**src/rtl/softmax_pkg.sv**
```systemverilog
// Shared definitions for the softmax sequencer: FSM state encoding and default latencies.
package softmax_pkg;

  localparam int unsigned ADDR_W_DEF   = 10;
  localparam int unsigned EXP_LAT_DEF  = 4;
  localparam int unsigned ACC_LAT_DEF  = 3;
  localparam int unsigned RECI_LAT_DEF = 8;
  localparam int unsigned MUL_LAT_DEF  = 2;

  // Latency/phase counters are 4 bits, enough for latencies of 1..15.
  localparam int unsigned LAT_W = 4;

  typedef enum logic [2:0] {
    S_IDLE       = 3'd0,
    S_EXPO       = 3'd1,
    S_ACC_DRAIN  = 3'd2,
    S_RECI       = 3'd3,
    S_MULT       = 3'd4,
    S_MULT_DRAIN = 3'd5,
    S_FIN        = 3'd6
  } state_e;

endpackage

```
**src/rtl/delay_line.sv**
```systemverilog
// Valid+address shift register: presents i_vld/i_addr LAT cycles later.
// Ports: clk, rst (sync active-low), i_vld/i_addr in, o_vld/o_addr out (registered).
// The address is zeroed when not valid so idle outputs stay at 0.
module delay_line #(
  parameter int unsigned LAT = 4,
  parameter int unsigned AW  = 10
) (
  input  logic          clk,
  input  logic          rst,
  input  logic          i_vld,
  input  logic [AW-1:0] i_addr,
  output logic          o_vld,
  output logic [AW-1:0] o_addr
);

  logic [LAT-1:0] r_vld;
  logic [AW-1:0]  r_addr [LAT];

  // Shift stage 0 -> LAT-1; reset flushes anything in flight.
  always_ff @(posedge clk) begin
    if (!rst) begin
      r_vld <= '0;
      for (int i = 0; i < int'(LAT); i++) r_addr[i] <= '0;
    end else begin
      r_vld[0]  <= i_vld;
      r_addr[0] <= i_vld ? i_addr : '0;
      for (int i = 1; i < int'(LAT); i++) begin
        r_vld[i]  <= r_vld[i-1];
        r_addr[i] <= r_addr[i-1];
      end
    end
  end

  assign o_vld  = r_vld[LAT-1];
  assign o_addr = r_addr[LAT-1];

endmodule

```
**src/rtl/softmax_sequencer.sv**
```systemverilog
// Softmax sequencer: drives RAM/accumulator/reciprocal/multiplier control for one vector.
// Ports: clk, rst (sync active-low); start + vec_len request a run; busy/done status;
// ram1 read port, ram2 write (a) and read (b) ports, acc_clr/acc_en, reci_start,
// ram3 write port, phase = current FSM state. All outputs come straight from registers.
module softmax_sequencer
  import softmax_pkg::*;
#(
  parameter int unsigned ADDR_W   = ADDR_W_DEF,
  parameter int unsigned EXP_LAT  = EXP_LAT_DEF,
  parameter int unsigned ACC_LAT  = ACC_LAT_DEF,
  parameter int unsigned RECI_LAT = RECI_LAT_DEF,
  parameter int unsigned MUL_LAT  = MUL_LAT_DEF
) (
  input  logic              clk,
  input  logic              rst,
  input  logic              start,
  input  logic [ADDR_W:0]   vec_len,
  output logic              busy,
  output logic              done,
  output logic              ram1_en_b,
  output logic [ADDR_W-1:0] ram1_addr,
  output logic              ram2_en_a,
  output logic              ram2_wr_en_a,
  output logic [ADDR_W-1:0] ram2_addr_a,
  output logic              acc_clr,
  output logic              acc_en,
  output logic              reci_start,
  output logic              ram2_en_b,
  output logic [ADDR_W-1:0] ram2_addr_b,
  output logic              ram3_enable_a,
  output logic              ram3_wr_en_a,
  output logic [ADDR_W-1:0] ram3_addr_a,
  output logic [2:0]        phase
);

  localparam logic [ADDR_W:0]    MAX_N     = {1'b1, {ADDR_W{1'b0}}};
  localparam logic [ADDR_W:0]    ONE_N     = (ADDR_W+1)'(1);
  localparam logic [LAT_W-1:0]   ACC_LAST  = LAT_W'(ACC_LAT - 1);
  localparam logic [LAT_W-1:0]   RECI_LAST = LAT_W'(RECI_LAT - 1);
  localparam logic [LAT_W-1:0]   MUL_LAST  = LAT_W'(MUL_LAT - 1);

  state_e            r_state, w_next;
  logic [ADDR_W:0]   r_n, r_cnt, r_wcnt;
  logic [ADDR_W-1:0] r_addr;
  logic [LAT_W-1:0]  r_lat;

  logic w_accept, w_last_elem, w_acc_done;

  logic              r_busy, r_done, r_ram1_en, r_acc_clr, r_reci_start, r_ram2b_en;
  logic [ADDR_W-1:0] r_ram1_addr, r_ram2b_addr;
  logic              w_busy, w_done, w_ram1_en, w_acc_clr, w_reci_start, w_ram2b_en;
  logic [ADDR_W-1:0] w_ram1_addr, w_ram2b_addr;

  logic              w_exp_vld, w_mul_vld;
  logic [ADDR_W-1:0] w_exp_addr, w_mul_addr;

  assign w_accept    = start && (vec_len != '0);
  assign w_last_elem = (r_cnt == r_n - ONE_N);
  // True from the cycle of the last ram2 write/acc_en onward.
  assign w_acc_done  = (r_wcnt == r_n) || (w_exp_vld && (r_wcnt == r_n - ONE_N));

  // State register.
  always_ff @(posedge clk) begin
    if (!rst) r_state <= S_IDLE;
    else      r_state <= w_next;
  end

  // Next-state logic.
  always_comb begin
    w_next = r_state;
    case (r_state)
      S_IDLE:       if (w_accept) w_next = S_EXPO;
      S_EXPO:       if (w_last_elem) w_next = S_ACC_DRAIN;
      S_ACC_DRAIN:  if (w_acc_done && (r_lat == ACC_LAST)) w_next = S_RECI;
      S_RECI:       if (r_lat == RECI_LAST) w_next = S_MULT;
      S_MULT:       if (w_last_elem) w_next = S_MULT_DRAIN;
      S_MULT_DRAIN: if (r_lat == MUL_LAST) w_next = S_FIN;
      S_FIN:        w_next = S_IDLE;
      default:      w_next = S_IDLE;
    endcase
  end

  // Output decode (next values of the output registers).
  always_comb begin
    w_busy       = 1'b0;
    w_done       = 1'b0;
    w_acc_clr    = 1'b0;
    w_ram1_en    = 1'b0;
    w_ram1_addr  = '0;
    w_reci_start = 1'b0;
    w_ram2b_en   = 1'b0;
    w_ram2b_addr = '0;
    w_busy       = (w_next != S_IDLE);
    w_done       = (r_state == S_FIN);
    w_acc_clr    = (r_state == S_IDLE) && w_accept;
    if (r_state == S_EXPO) begin
      w_ram1_en   = 1'b1;
      w_ram1_addr = r_addr;
    end
    w_reci_start = (r_state == S_RECI) && (r_lat == '0);
    if (r_state == S_MULT) begin
      w_ram2b_en   = 1'b1;
      w_ram2b_addr = r_addr;
    end
  end

  // Output registers and element/address/latency counters.
  always_ff @(posedge clk) begin
    if (!rst) begin
      r_busy       <= 1'b0;
      r_done       <= 1'b0;
      r_acc_clr    <= 1'b0;
      r_ram1_en    <= 1'b0;
      r_ram1_addr  <= '0;
      r_reci_start <= 1'b0;
      r_ram2b_en   <= 1'b0;
      r_ram2b_addr <= '0;
      r_n          <= '0;
      r_cnt        <= '0;
      r_wcnt       <= '0;
      r_addr       <= '0;
      r_lat        <= '0;
    end else begin
      r_busy       <= w_busy;
      r_done       <= w_done;
      r_acc_clr    <= w_acc_clr;
      r_ram1_en    <= w_ram1_en;
      r_ram1_addr  <= w_ram1_addr;
      r_reci_start <= w_reci_start;
      r_ram2b_en   <= w_ram2b_en;
      r_ram2b_addr <= w_ram2b_addr;

      // Element count is clamped to the RAM depth.
      if ((r_state == S_IDLE) && w_accept)
        r_n <= (vec_len > MAX_N) ? MAX_N : vec_len;

      // Shared read counter for EXPO and MULT; the address may wrap to 0 on the last
      // element of a full-depth run, which is harmless since it is cleared here anyway.
      if ((r_state == S_EXPO) || (r_state == S_MULT)) begin
        if (w_last_elem) begin
          r_cnt  <= '0;
          r_addr <= '0;
        end else begin
          r_cnt  <= r_cnt + ONE_N;
          r_addr <= r_addr + ADDR_W'(1);
        end
      end else begin
        r_cnt  <= '0;
        r_addr <= '0;
      end

      // Count ram2 writes so the accumulator drain knows when the last one lands.
      if (r_state == S_IDLE) r_wcnt <= '0;
      else if (w_exp_vld)    r_wcnt <= r_wcnt + ONE_N;

      if (w_next != r_state) begin
        r_lat <= '0;
      end else begin
        case (r_state)
          S_ACC_DRAIN:         r_lat <= w_acc_done ? r_lat + LAT_W'(1) : '0;
          S_RECI, S_MULT_DRAIN: r_lat <= r_lat + LAT_W'(1);
          default:             r_lat <= '0;
        endcase
      end
    end
  end

  delay_line #(.LAT(EXP_LAT), .AW(ADDR_W)) u_exp_dly (
    .clk    (clk),
    .rst    (rst),
    .i_vld  (r_ram1_en),
    .i_addr (r_ram1_addr),
    .o_vld  (w_exp_vld),
    .o_addr (w_exp_addr)
  );

  delay_line #(.LAT(MUL_LAT), .AW(ADDR_W)) u_mul_dly (
    .clk    (clk),
    .rst    (rst),
    .i_vld  (r_ram2b_en),
    .i_addr (r_ram2b_addr),
    .o_vld  (w_mul_vld),
    .o_addr (w_mul_addr)
  );

  assign busy          = r_busy;
  assign done          = r_done;
  assign acc_clr       = r_acc_clr;
  assign ram1_en_b     = r_ram1_en;
  assign ram1_addr     = r_ram1_addr;
  assign reci_start    = r_reci_start;
  assign ram2_en_b     = r_ram2b_en;
  assign ram2_addr_b   = r_ram2b_addr;
  assign ram2_en_a     = w_exp_vld;
  assign ram2_wr_en_a  = w_exp_vld;
  assign acc_en        = w_exp_vld;
  assign ram2_addr_a   = w_exp_addr;
  assign ram3_enable_a = w_mul_vld;
  assign ram3_wr_en_a  = w_mul_vld;
  assign ram3_addr_a   = w_mul_addr;
  assign phase         = r_state;

endmodule

```
**config.mk**
```make
export PLATFORM = sky130hd
export DESIGN_NAME = softmax_sequencer
export DESIGN_NICKNAME = d
export VERILOG_FILES = /design/src/rtl/softmax_pkg.sv /design/src/rtl/delay_line.sv /design/src/rtl/softmax_sequencer.sv
export SDC_FILE = /design/constraint.sdc
export NUM_CORES = 1
export LEC_CHECK = 0
export BUFFER_PORTS_ARGS = -buffer_cell sky130_fd_sc_hd__buf_2
export CORE_MARGIN = 2
export CORE_UTILIZATION = 30
export CTS_CLUSTER_SIZE = 16
export DETAILED_ROUTE_END_ITERATION = 6
export PLACE_DENSITY_LB_ADDON = 0.05
export REMOVE_ABC_BUFFERS = 1
export SLEW_MARGIN = 20
export SYNTH_ARGS = -nofsm -noshare
export SYNTH_HDL_FRONTEND = slang
export SYNTH_HIERARCHICAL = 1
export SYNTH_SLANG_ARGS = --single-unit
```
**constraint.sdc**
```tcl
create_clock -name clk -period 3 [get_ports clk]
set_input_delay 0.6 -clock clk [delete_from_list [all_inputs] [get_ports clk]]
set_output_delay 0.6 -clock clk [all_outputs]
set_load 0.03 [all_outputs]
```
==> impl_metrics.ini <==
[status]
status = complete, no violations

[cells_and_area]
drive_gt1_share_pct = 19.2
final_common_cell = dfxtp_1
nNetsFinal = 628
area_delta_synth_final_pct = 18.0
instances_no_fill = 849
final_cell_area_mm2 = 0.00649
final_cell_mix = dfxtp_1 (142), and2_1 (67), buf_2 (67)

[synthesis]
yosysWarnings = 6
synth_top_family_by_area = simple AND/OR/NAND/NOR gates
synth-simple-area-share_pct = 24.6
ys_types = 54
synth_cells = 557
synthMuxAreaShare_pct = 0.364
synth-seq-area-share_pct = 51.6
synth_fa_ha_area_share_pct = 1.82
yosys_most_used_dff = dfxtp_1
synth-edff-count = 0
synthXorXnorAreaFrac_pct = 8.12
ys_ff_latch = 142
ys_async_sr_fraction_pct = 0
synth-compound-area-share_pct = 7.68
synth_area_per_cell_um2 = 9.88
syn_area_mm2 = 0.00550

[flow_run]
max_cap_viol_count = 0

[timing]
fin_crit_ns = 2.70
worstMarginPinSlew_ns = 0.553
setup_tns_ns = 0
hold_viol = 0
fin_skew_ns = 0.00896
fin_ws_ns = 0.305
report.final.slew_viol_count = 0
maxSlewHeadroom_pct = 63.1
rsz0062_at_grt = no
finalSetupViolations = 0
max_freq_mhz = 371
post-route-period-util_pct = 89.8

[clock_tree]
clock-sinks = 142
ctsHoldBuffers = 0
clockBufferDepth = 2
post-cts-setup-buffer-count = 0
cts.repair.resized = 0
clkTransAtPathRegs_ns = 0.06
h-tree-depth = 4
cts_inserted_buffers = 17
clk_latency_ns = 0.42
root_buffer = clkbuf_16
cts_tree = yes

[route]
vias = 3903
viasPerCell = 4.60
drt_wl_total_um = 11700
dr.first_iter.drc_count = 291
first_pass_iters = 4
drtAntennaViolNets = 0
drcViolationCount = 0
routedWlPerCell_um = 13.8

[hold_path]
min-delay-start = vec_len[5]
hold_class = primary input to flop
worstHoldEndpoint = r_n[5]
hold_depth = 2

[global_route]
first_global_vias = 3843
globalRouteOverflowTotal = 0
grt_usage_pct = 12.7
grt_pass1_wl_um = 19600
antenna_found_initial = 0
grt_max_degree = 65

[floorplan]
initial_utilization_pct = 30.6
ios = 68
die_area_mm2 = 0.0194
fp.coreArea_mm2 = 0.0180
die_y_um = 139
rows = 49
die_w_um = 139

[worst_setup_path]
cp.required_ns = 3.28
start_kind = flop
ff2ff_setup_slack_ns = 0.30
rr_worst_depth = 9
path_class = flop to flop
cp-end-kind = flop
rr_endpoint = r_cnt[7]
path_max_fanout = 21
r2r-start = r_n[0]
arrival_ns = 2.98

[power_and_ir_drop]
power.density_cell_area_mw_per_mm2 = 644
cellLeakagePower_nw = 2.74
peakVddDrop_uv = 357

[place]
place_inst = 816
dpl.hpwl_um = 8190
place_congestion = 0.848
pre_cts_ws_ns = 0.204
placed_area_mm2 = 0.00591
numPortBuffers = 67
-- synthesized netlist by cell type, types with 3 or more instances --
cell type / n / share of area (%)
a22o_1: 8 / 1.3
a21oi_1: 12 / 1.1
nor3_1: 8 / 0.73
nand3_1: 22 / 2.0
nor3b_1: 4 / 0.55
nor2_1: 49 / 3.3
nand2_1: 26 / 1.8
a211oi_1: 5 / 0.68
clkbuf_1: 15 / 1.0
a221oi_1: 3 / 0.48
dfxtp_1: 142 / 52
inv_1: 12 / 0.82
xnor2_1: 25 / 4.0
nand2b_1: 6 / 0.68
nor4_1: 5 / 0.57
buf_6: 5 / 1.0
buf_4: 15 / 2.0
o21ai_0: 7 / 0.64
and3_1: 25 / 2.8
ha_1: 8 / 1.8
or3_1: 4 / 0.45
xor2_1: 26 / 4.1
buf_2: 6 / 0.55
nand4_1: 8 / 0.91
clkbuf_2: 3 / 0.27
and2_1: 67 / 7.6
-- sequential cells by signal (all words and copies together) (netlist names), 10 cells and up --
name	cells
r_addr	10
r_cnt	11
r_n	11
r_wcnt	11
ram1_addr	10
ram2_addr_b	10
u_exp_dly/r_addr	40
u_mul_dly/r_addr	20
-- worst max-delay path by stage --
stage / startpoint / endpoint / slack (ns)
after floorplan: r_n[0] / r_addr[2] / 0.62
final: r_n[0] / r_cnt[7] / 0.30
after global placement: r_n[0] / r_addr[9] / 0.27
after global routing: r_n[0] / r_cnt[7] / 0.04
after detailed placement: r_n[0] / r_addr[3] / 0.20
after CTS: r_n[0] / r_cnt[7] / 0.18
-- where the power goes --
| part | switching (mW) | total [mW] | internal [mW] |
|---|---|---|---|
| Clock | 0.873 | 2.04 | 1.17 |
| Sequential | 0.0296 | 1.93 | 1.90 |
| Combinational | 0.125 | 0.212 | 0.0865 |
-- through the flow --
step	util, %	total power [mW]	hold slack (ns)
6_report	36.2	4.18	0.406
5_1_grt	36.1	4.37	0.387
4_1_cts	36.1	4.26	0.388
3_5_place_dp	32.9	2.18	0.417
3_3_place_gp	32.9	2.19	0.413
2_1_floorplan	-	2.10	0.412
-- critical path, stage by stage, from the launching register on --
cell and delay [ns]:
dfxtp_1 0.45, inv_1 0.07, ha_1 0.33, o21ba_2 0.25, a221oi_1 0.29, a41oi_1 0.07
nor4_1 0.30, and4_1 0.37, o21bai_4 0.31, nor2_1 0.11
-- layer usage --
metal	GRT usage, %	vias up	wire [um]
li1	-	1975	-
met4	4.84	0	186
met2	20.3	100	5390
met5	0	-	0
met1	15.9	1816	5500
met3	4.16	12	620
-- final cells by class --
type / count / area (um^2)
clock buffers: 17 / 425
multi-input cells: 359 / 2350
diodes: 1 / 2.50
flip-flops and latches: 142 / 2840
repair buffers: 74 / 388
well taps: 229 / 287
fillers: 1847 / 11500
clock inverters: 15 / 151
inverters: 12 / 45.0
-- logic make-up after synthesis --
logic type	after synthesis
AOI/OAI and AO/OA	57
xor gates and xnor gates	51
adders and majority gates	8
buffers and inverters	56
DFF	142
muxes	2
and+or+nand+nor	241
Note: power is estimated with default switching activity, not from simulation.
